`src/rtl/mem_arb_pkg.sv`:
```
// ============================================================================
// Module : mem_arb_pkg
// Brief  : Shared types and defaults for the memory bus arbiter slice.
// Rev    : 1.0  initial release
// ============================================================================
`timescale 1ns/1ps
`default_nettype none

package mem_arb_pkg;

    typedef enum logic [1:0] {
        IDLE   = 2'd0,
        ACCESS = 2'd1,
        WAIT   = 2'd2,
        ACK    = 2'd3
    } arb_state_t;

    typedef enum logic [1:0] {
        OWNER_NONE = 2'd0,
        OWNER_I    = 2'd1,
        OWNER_D    = 2'd2
    } owner_t;

    localparam int c_READ_LAT_DEF = 2;
    // Latency counter width covers the full legal READ_LAT range of 1..7.
    localparam int c_LAT_W        = 3;

endpackage

`default_nettype wire

```
`src/rtl/mem_bus_arbiter_if.sv`:
```
// ============================================================================
// Module : mem_bus_arbiter_if
// Brief  : Requester handshakes and shared byte bus seen by the arbiter.
// Rev    : 1.0  initial release
// ============================================================================
`timescale 1ns/1ps
`default_nettype none

interface mem_bus_arbiter_if #(
    parameter int ADDR_W = 32
);
    logic              i_req;
    logic [ADDR_W-1:0] i_addr;
    logic              d_req;
    logic [ADDR_W-1:0] d_addr;
    logic              d_write;
    logic [7:0]        d_wdata;
    logic [7:0]        bus_rdata;

    logic              i_gnt;
    logic              d_gnt;
    logic              i_ack;
    logic [7:0]        i_rdata;
    logic              d_ack;
    logic [7:0]        d_rdata;
    logic              bus_use;
    logic              bus_read;
    logic              bus_write;
    logic [ADDR_W-1:0] bus_addr;
    logic [7:0]        bus_wdata;

    // Arbiter side
    modport slave (
        input  i_req, i_addr, d_req, d_addr, d_write, d_wdata, bus_rdata,
        output i_gnt, d_gnt, i_ack, i_rdata, d_ack, d_rdata,
               bus_use, bus_read, bus_write, bus_addr, bus_wdata
    );

    // Shims plus memory side
    modport master (
        output i_req, i_addr, d_req, d_addr, d_write, d_wdata, bus_rdata,
        input  i_gnt, d_gnt, i_ack, i_rdata, d_ack, d_rdata,
               bus_use, bus_read, bus_write, bus_addr, bus_wdata
    );
endinterface

`default_nettype wire

```
`src/rtl/mem_arb_lat_ctr.sv`:
```
// ============================================================================
// Module : mem_arb_lat_ctr
// Brief  : Loadable saturating down-counter with a zero flag.
// Rev    : 1.0  initial release
// ============================================================================
`timescale 1ns/1ps
`default_nettype none

module mem_arb_lat_ctr
    import mem_arb_pkg::*;
#(
    parameter int WIDTH = c_LAT_W
) (
    input  wire logic             clk,
    input  wire logic             reset,
    input  wire logic             load,
    input  wire logic [WIDTH-1:0] load_val,
    input  wire logic             dec,
    output logic                  zero
);

    logic [WIDTH-1:0] r_count;

    always_ff @(posedge clk or posedge reset) begin
        if (reset) begin
            r_count <= '0;
        end else if (load) begin
            r_count <= load_val;
        end else if (dec && (r_count != '0)) begin
            r_count <= r_count - 1'b1;
        end
    end

    assign zero = (r_count == '0);

endmodule

`default_nettype wire

```
`src/rtl/mem_bus_arbiter.sv`:
```
// ============================================================================
// Module : mem_bus_arbiter
// Brief  : Round-robin owner of the shared byte bus for the I and D shims.
//          Optional MEM_ARB_BURST_LIMIT_EN forces handover after MAX_BURST
//          bytes when the other side is waiting.
// Rev    : 1.0  initial release
// ============================================================================
`timescale 1ns/1ps
`default_nettype none

module mem_bus_arbiter
    import mem_arb_pkg::*;
#(
    parameter int ADDR_W    = 32,
    parameter int READ_LAT  = c_READ_LAT_DEF,
    parameter int MAX_BURST = 6
) (
    input  wire logic          clk,
    input  wire logic          reset,
    mem_bus_arbiter_if.slave   bus
);

    localparam logic [c_LAT_W-1:0] c_LAT_LOAD = c_LAT_W'(READ_LAT - 1);

    if ((READ_LAT < 1) || (READ_LAT > 7) || (MAX_BURST < 1)) begin : g_param_check
        $error("mem_bus_arbiter: READ_LAT must be 1..7 and MAX_BURST at least 1");
    end

    arb_state_t        r_state,      w_state_nxt;
    owner_t            r_owner,      w_owner_nxt;
    owner_t            r_last_owner, w_last_owner_nxt;
    logic              r_i_gnt,      w_i_gnt_nxt;
    logic              r_d_gnt,      w_d_gnt_nxt;
    logic              r_i_ack,      w_i_ack_nxt;
    logic              r_d_ack,      w_d_ack_nxt;
    logic [7:0]        r_i_rdata,    w_i_rdata_nxt;
    logic [7:0]        r_d_rdata,    w_d_rdata_nxt;
    logic              r_bus_use,    w_bus_use_nxt;
    logic              r_bus_read,   w_bus_read_nxt;
    logic              r_bus_write,  w_bus_write_nxt;
    logic [ADDR_W-1:0] r_bus_addr,   w_bus_addr_nxt;
    logic [7:0]        r_bus_wdata,  w_bus_wdata_nxt;

    logic   w_grant_i;
    logic   w_grant_d;
    logic   w_owner_req;
    logic   w_burst_stop;
    logic   w_issue;
    owner_t w_issue_owner;
    logic   w_lat_load;
    logic   w_lat_dec;
    logic   w_lat_zero;

    // Round-robin: on contention the side that did not own the bus last wins.
    assign w_grant_i   = bus.i_req && (!bus.d_req || (r_last_owner == OWNER_D));
    assign w_grant_d   = bus.d_req && !w_grant_i;
    assign w_owner_req = ((r_owner == OWNER_I) && bus.i_req) ||
                         ((r_owner == OWNER_D) && bus.d_req);

    mem_arb_lat_ctr #(
        .WIDTH (c_LAT_W)
    ) u_lat_ctr (
        .clk      (clk),
        .reset    (reset),
        .load     (w_lat_load),
        .load_val (c_LAT_LOAD),
        .dec      (w_lat_dec),
        .zero     (w_lat_zero)
    );

`ifdef MEM_ARB_BURST_LIMIT_EN
    localparam int c_BURST_W = $clog2(MAX_BURST + 1);
    localparam logic [c_BURST_W-1:0] c_BURST_LOAD = c_BURST_W'(MAX_BURST - 1);

    logic w_rival_req;
    logic w_burst_load;
    logic w_burst_dec;
    logic w_burst_zero;

    assign w_rival_req  = ((r_owner == OWNER_I) && bus.d_req) ||
                          ((r_owner == OWNER_D) && bus.i_req);
    // Counter reaches zero on the MAX_BURST-th ACK and then saturates.
    assign w_burst_load = (r_state == IDLE) && (w_grant_i || w_grant_d);
    assign w_burst_dec  = (r_state == ACK);
    assign w_burst_stop = w_burst_zero && w_rival_req;

    mem_arb_lat_ctr #(
        .WIDTH (c_BURST_W)
    ) u_burst_ctr (
        .clk      (clk),
        .reset    (reset),
        .load     (w_burst_load),
        .load_val (c_BURST_LOAD),
        .dec      (w_burst_dec),
        .zero     (w_burst_zero)
    );
`else
    assign w_burst_stop = 1'b0;
`endif

    always_comb begin
        w_state_nxt      = r_state;
        w_owner_nxt      = r_owner;
        w_last_owner_nxt = r_last_owner;
        w_i_gnt_nxt      = r_i_gnt;
        w_d_gnt_nxt      = r_d_gnt;
        w_i_ack_nxt      = 1'b0;
        w_d_ack_nxt      = 1'b0;
        w_i_rdata_nxt    = r_i_rdata;
        w_d_rdata_nxt    = r_d_rdata;
        w_bus_use_nxt    = r_bus_use;
        w_bus_read_nxt   = r_bus_read;
        w_bus_write_nxt  = r_bus_write;
        w_bus_addr_nxt   = r_bus_addr;
        w_bus_wdata_nxt  = r_bus_wdata;
        w_issue          = 1'b0;
        w_issue_owner    = OWNER_NONE;
        w_lat_load       = 1'b0;
        w_lat_dec        = 1'b0;

        case (r_state)
            IDLE: begin
                if (w_grant_i || w_grant_d) begin
                    w_issue       = 1'b1;
                    w_issue_owner = w_grant_i ? OWNER_I : OWNER_D;
                    w_owner_nxt   = w_issue_owner;
                    w_i_gnt_nxt   = w_grant_i;
                    w_d_gnt_nxt   = w_grant_d;
                    w_state_nxt   = ACCESS;
                end
            end

            ACCESS, WAIT: begin
                if (w_lat_zero) begin
                    // Data is sampled on the edge that enters ACK.
                    w_state_nxt     = ACK;
                    w_bus_use_nxt   = 1'b0;
                    w_bus_read_nxt  = 1'b0;
                    w_bus_write_nxt = 1'b0;
                    if (r_owner == OWNER_I) begin
                        w_i_ack_nxt   = 1'b1;
                        w_i_rdata_nxt = bus.bus_rdata;
                    end else begin
                        w_d_ack_nxt = 1'b1;
                        if (!r_bus_write) begin
                            w_d_rdata_nxt = bus.bus_rdata;
                        end
                    end
                end else begin
                    w_lat_dec   = 1'b1;
                    w_state_nxt = WAIT;
                end
            end

            ACK: begin
                if (w_owner_req && !w_burst_stop) begin
                    w_issue       = 1'b1;
                    w_issue_owner = r_owner;
                    w_state_nxt   = ACCESS;
                end else begin
                    w_state_nxt      = IDLE;
                    w_owner_nxt      = OWNER_NONE;
                    w_last_owner_nxt = r_owner;
                    w_i_gnt_nxt      = 1'b0;
                    w_d_gnt_nxt      = 1'b0;
                end
            end

            default: begin
                w_state_nxt = IDLE;
            end
        endcase

        // Shared by the first byte of a grant and each following burst byte.
        if (w_issue) begin
            w_lat_load    = 1'b1;
            w_bus_use_nxt = 1'b1;
            if (w_issue_owner == OWNER_I) begin
                w_bus_addr_nxt  = bus.i_addr;
                w_bus_read_nxt  = 1'b1;
                w_bus_write_nxt = 1'b0;
            end else begin
                w_bus_addr_nxt  = bus.d_addr;
                w_bus_wdata_nxt = bus.d_wdata;
                w_bus_read_nxt  = !bus.d_write;
                w_bus_write_nxt = bus.d_write;
            end
        end
    end

    always_ff @(posedge clk or posedge reset) begin
        if (reset) begin
            r_state      <= IDLE;
            r_owner      <= OWNER_NONE;
            r_last_owner <= OWNER_D;
            r_i_gnt      <= 1'b0;
            r_d_gnt      <= 1'b0;
            r_i_ack      <= 1'b0;
            r_d_ack      <= 1'b0;
            r_i_rdata    <= 8'h00;
            r_d_rdata    <= 8'h00;
            r_bus_use    <= 1'b0;
            r_bus_read   <= 1'b0;
            r_bus_write  <= 1'b0;
            r_bus_addr   <= '0;
            r_bus_wdata  <= 8'h00;
        end else begin
            r_state      <= w_state_nxt;
            r_owner      <= w_owner_nxt;
            r_last_owner <= w_last_owner_nxt;
            r_i_gnt      <= w_i_gnt_nxt;
            r_d_gnt      <= w_d_gnt_nxt;
            r_i_ack      <= w_i_ack_nxt;
            r_d_ack      <= w_d_ack_nxt;
            r_i_rdata    <= w_i_rdata_nxt;
            r_d_rdata    <= w_d_rdata_nxt;
            r_bus_use    <= w_bus_use_nxt;
            r_bus_read   <= w_bus_read_nxt;
            r_bus_write  <= w_bus_write_nxt;
            r_bus_addr   <= w_bus_addr_nxt;
            r_bus_wdata  <= w_bus_wdata_nxt;
        end
    end

    assign bus.i_gnt     = r_i_gnt;
    assign bus.d_gnt     = r_d_gnt;
    assign bus.i_ack     = r_i_ack;
    assign bus.d_ack     = r_d_ack;
    assign bus.i_rdata   = r_i_rdata;
    assign bus.d_rdata   = r_d_rdata;
    assign bus.bus_use   = r_bus_use;
    assign bus.bus_read  = r_bus_read;
    assign bus.bus_write = r_bus_write;
    assign bus.bus_addr  = r_bus_addr;
    assign bus.bus_wdata = r_bus_wdata;

endmodule

`default_nettype wire

```
`src/flat_wrapper.sv`:
```
// flat-port wrapper written by rule: the top's interface ports become plain ports
module mem_bus_arbiter_flat import mem_arb_pkg::*;
#(
    parameter int ADDR_W    = 32,
    parameter int READ_LAT  = c_READ_LAT_DEF,
    parameter int MAX_BURST = 6
)
  (clk, reset, bus_i_req, bus_i_addr, bus_d_req, bus_d_addr, bus_d_write, bus_d_wdata, bus_bus_rdata, bus_i_gnt, bus_d_gnt, bus_i_ack, bus_i_rdata, bus_d_ack, bus_d_rdata, bus_bus_use, bus_bus_read, bus_bus_write, bus_bus_addr, bus_bus_wdata);
  mem_bus_arbiter_if #(.ADDR_W(ADDR_W)) bus_i ();
  input  wire logic clk;
  input  wire logic reset;
  input wire logic [$bits(bus_i.i_req)-1:0] bus_i_req;
  input wire logic [$bits(bus_i.i_addr)-1:0] bus_i_addr;
  input wire logic [$bits(bus_i.d_req)-1:0] bus_d_req;
  input wire logic [$bits(bus_i.d_addr)-1:0] bus_d_addr;
  input wire logic [$bits(bus_i.d_write)-1:0] bus_d_write;
  input wire logic [$bits(bus_i.d_wdata)-1:0] bus_d_wdata;
  input wire logic [$bits(bus_i.bus_rdata)-1:0] bus_bus_rdata;
  output wire logic [$bits(bus_i.i_gnt)-1:0] bus_i_gnt;
  output wire logic [$bits(bus_i.d_gnt)-1:0] bus_d_gnt;
  output wire logic [$bits(bus_i.i_ack)-1:0] bus_i_ack;
  output wire logic [$bits(bus_i.i_rdata)-1:0] bus_i_rdata;
  output wire logic [$bits(bus_i.d_ack)-1:0] bus_d_ack;
  output wire logic [$bits(bus_i.d_rdata)-1:0] bus_d_rdata;
  output wire logic [$bits(bus_i.bus_use)-1:0] bus_bus_use;
  output wire logic [$bits(bus_i.bus_read)-1:0] bus_bus_read;
  output wire logic [$bits(bus_i.bus_write)-1:0] bus_bus_write;
  output wire logic [$bits(bus_i.bus_addr)-1:0] bus_bus_addr;
  output wire logic [$bits(bus_i.bus_wdata)-1:0] bus_bus_wdata;
  assign bus_i.i_req = bus_i_req;
  assign bus_i.i_addr = bus_i_addr;
  assign bus_i.d_req = bus_d_req;
  assign bus_i.d_addr = bus_d_addr;
  assign bus_i.d_write = bus_d_write;
  assign bus_i.d_wdata = bus_d_wdata;
  assign bus_i.bus_rdata = bus_bus_rdata;
  assign bus_i_gnt = bus_i.i_gnt;
  assign bus_d_gnt = bus_i.d_gnt;
  assign bus_i_ack = bus_i.i_ack;
  assign bus_i_rdata = bus_i.i_rdata;
  assign bus_d_ack = bus_i.d_ack;
  assign bus_d_rdata = bus_i.d_rdata;
  assign bus_bus_use = bus_i.bus_use;
  assign bus_bus_read = bus_i.bus_read;
  assign bus_bus_write = bus_i.bus_write;
  assign bus_bus_addr = bus_i.bus_addr;
  assign bus_bus_wdata = bus_i.bus_wdata;
  mem_bus_arbiter #(.ADDR_W(ADDR_W), .READ_LAT(READ_LAT), .MAX_BURST(MAX_BURST)) u_core (.clk(clk), .reset(reset), .bus(bus_i));
endmodule
```
`config.mk`:
```
export PLATFORM = sky130hd
export DESIGN_NAME = mem_bus_arbiter_flat
export DESIGN_NICKNAME = d
export VERILOG_FILES = /design/src/rtl/mem_arb_pkg.sv /design/src/rtl/mem_bus_arbiter_if.sv /design/src/rtl/mem_arb_lat_ctr.sv /design/src/rtl/mem_bus_arbiter.sv /design/src/flat_wrapper.sv
export SDC_FILE = /design/constraint.sdc
export NUM_CORES = 1
export LEC_CHECK = 0
export ABC_AREA = 1
export CAP_MARGIN = 30
export CORE_MARGIN = 2
export CORE_UTILIZATION = 44
export DETAILED_ROUTE_END_ITERATION = 8
export PLACE_DENSITY = 0.81
export SETUP_SLACK_MARGIN = 0.05
export SLEW_MARGIN = 20
export SYNTH_ARGS = -nofsm -noshare
export SYNTH_HDL_FRONTEND = slang
export SYNTH_SLANG_ARGS = --single-unit
```
`constraint.sdc`:
```
create_clock -name clk -period 3.2 [get_ports clk]
set_input_delay 0.64 -clock clk [delete_from_list [all_inputs] [get_ports clk]]
set_output_delay 0.64 -clock clk [all_outputs]
set_load 0.05 [all_outputs]
```
==> impl_metrics.toml <==
[clock_tree]
clock-sinks = 72
cts_tree = "built"
ctsHoldBuffers = 0
htreeDepth = 3
cts_inserted_buffers = 9
clk_path_buf_depth = 2
path_clk_slew_ps = 80
clk_latency_ps = 350
cts_resized = 0
cts_root_buf = "clkbuf_8"
postCtsSetupBuffers = 0

[synth]
yosysWarningCount = 0
yosysTopAreaCellShare_pct = 47.67
synth_nets = 545
synth.avg_cell_area_sq_um = 8.192
synth_top_area_cell = "dfrtp_1"
netlist_top_cells_count = "nand2_1 (147), inv_1 (85), dfrtp_1 (71), nand3_1 (36), nand4_1 (32)"
synth-seq-cells = 72
synth-edff-count = 0
ys_top_cells_by_area = "dfrtp_1 (48%), nand2_1 (15%), inv_1 (8.6%)"
syn_inst = 455
synth.most_common_cell = "nand2_1"
synth.distinct_cells = 31
async_reset_ff_share_pct = 100.0
syn_area_sq_um = 3727
ys.flop_type = "dfrtp_1"
seq_area_frac_synth_pct = 48.37

[floorplanning]
dieWidth_microns = 96.04
io_pins = 148
initial_core_util_pct = 45.36
die_area_sq_um = 9224
rows = 33
core-area_sq_um = 8217
fp.dieH_microns = 96.04

[global_routing]
grt_pass1_wl_microns = 16150
track_usage_pct = 22.70
grt_overflow = 0
antenna_found_initial = 0
grt_pass1_vias = 3445
grt_max_degree = 35

[worst_setup_path]
critPathMaxStageDelay_ps = 650
worst_path_most_repeated_cell = "nand2_1"
arrival_ps = 2660
cp-startpoint = "bus_d_req"
r2r-start = "u_core.r_state[1]$_DFFE_PP0N_"
cp_slowest_cell = "clkdlybuf4s50_1"
crit_fanout = 34
crit_path_end_kind = "flop"
reg2reg_setup_slack_ps = 1190
r2r_cells = 8
critPathKind = "in -> reg"
cpLargestDelayFamily = "buffers and inverters"
required_ps = 3440
r2r-end = "u_core.bus.bus_addr[4]$_DFFE_PP0P_"
critPathBufInv = 2
crit_chain = "clkdlybuf4s50_1 > nand2_1 > nand2_1 > nand3_4 > a21oi_4 > inv_2 > nand2_1 > nand2_1"
worstSetupStartpointType = "input port"

[sta]
final.setup.tns_ps = 0
fin_crit_ps = 2419
rsz0062_at_grt = "no"
tightest_slew_ps = 621.4
slew_violations = 0
relSlewSlack_pct = 58.52
worst_slack_ps = 780.9
finalSetupViolations = 0
fin_skew_ps = 8.915
timing.final.crit_share_pct = 75.60
fmax_mhz = 413.4
hold_viol_final = 0

[worst_hold_path]
hold_class = "reg -> reg"
holdCritStartpoint = "u_core.bus.bus_addr[31]$_DFFE_PP0P_"
whs_endpoint = "u_core.bus.bus_addr[31]$_DFFE_PP0P_"
holdPathStages = 2

[place]
placed_cell_area_sq_um = 5226
dp_hpwl_microns = 7176
io_buffers = 147
gp_congestion = 0.8786
dp_slack_ps = 441.9

[final_layout]
fin_nets = 687
fin_area_sq_um = 5473
antenna_cells = 0
drive_above_1_share_pct = 8.140
n_fill_cell = 669
area_growth_pct = 46.83
fin_util_pct = 66.61

[power_and_ir_drop]
ir_worst_vdd_mv = 0.7598
pwr-share-comb_pct = 61.0
p_seq_share_pct = 25.2
internal_power_uw = 3162
p_per_area_nw_per_um2 = 1174
power.switching_uw = 3262
p_clk_share_pct = 13.8
power.total_uw = 6424
p_leak_uw = 0.002780
swShare_pct = 50.78

[run_status]
status = "finished, final reports clean"

[detailed_routing]
drt_wl_total_microns = 9948
num_vias = 3485
avgRoutedWirePerCell_microns = 14.07
first_pass_iters = 4
post-route-drc-count = 0
via_per_inst = 4.929
postRouteAntennaNets = 0
drt_iter0_drc = 142

[job]
maxCapViolations = 0
[state kept, by name, indices dropped and copies added, names as in the netlist, 2 cells and up]
name,cells
u_core.bus.bus_addr,32
u_core.r_owner,2
u_core.bus.i_rdata,8
u_core.r_state,2
u_core.bus.d_rdata,8
u_core.u_lat_ctr.r_count,3
u_core.bus.bus_wdata,8
u_core.r_last_owner,2
[cell usage in the layout, fill, tap and decap left out, types with 6 or more instances in the layout]
cell type,instances
nand3_1,36
clkbuf_8,10
nor2_1,6
inv_1,84
nand4_1,32
mux2_2,8
o21ai_0,10
clkdlybuf4s50_1,147
dfrtp_1,71
nand2_1,147
[worst register-to-register path: cells and delay by family, from the launching register on]
kind                       cells  cell delay (ps)
and+or+nand+nor                6             1220
DFF                            1              390
adders and majority gates      1              250
buffers and inverters          1              100
[area by class of cell]
class                      count  area, sq um  share of cell area [%]
inverter                      91        346.6                   6.333
sequential                    72         1803                   32.94
clock buffer                  11        141.4                   2.583
timing repair buffer         151         1514                   27.66
multi-input combinational    272         1431                   26.15
clock inverter                 5        105.1                   1.920
tap                          105        131.4                   2.401
[cell families after synthesis]
logic type      after synthesis  share of synthesized area (%)
simple gates                235                          30.31
fa+ha+maj                     5                          1.678
buf+inv                     111                          13.23
compound gates               23                          3.760
flops                        72                          48.37
xor+xnor                      1                         0.2350
mux                           8                          2.417
[power groups by stage]
stage	logic, uW	clock network, uW	registers [uW]
final	3920	884	1620
after global routing	4230	933	1680
after CTS	3950	900	1620
after detailed placement	3940	0	1630
after global placement	3850	0	1620
after floorplan	1460	0	2930
[worst max-delay path by stage]
stage                                                     end  slack (ps)  depth (start not counted)
after floorplan            u_core.bus.bus_addr[0]$_DFFE_PP0P_         740                          1
after global placement    u_core.bus.bus_addr[29]$_DFFE_PP0P_         520                          8
after detailed placement  u_core.bus.bus_addr[16]$_DFFE_PP0P_         440                          8
after CTS                 u_core.bus.bus_wdata[3]$_DFFE_PP0P_         800                          8
after global routing      u_core.bus.bus_addr[10]$_DFFE_PP0P_         530                          8
final                     u_core.bus.bus_wdata[2]$_DFFE_PP0P_         780                          8
[through the flow]
step | cells | hold slack (ps)
floorplan | 455 | 453.0
detailed placement | 691 | 464.7
CTS | 707 | 484.8
global placement | 691 | 460.8
global route | 707 | 500.9
finish | 707 | 480.6
[routing by layer]
layer  part of all wire (%)  routed length [microns]  global-route usage (%)
met5                      0                        0                       0
met4                    1.8                      184                   9.048
met3                    5.5                      546                   4.464
met2                     52                     5213                   38.83
met1                     40                     4003                   28.13
(Power assumes the default switching activity.)
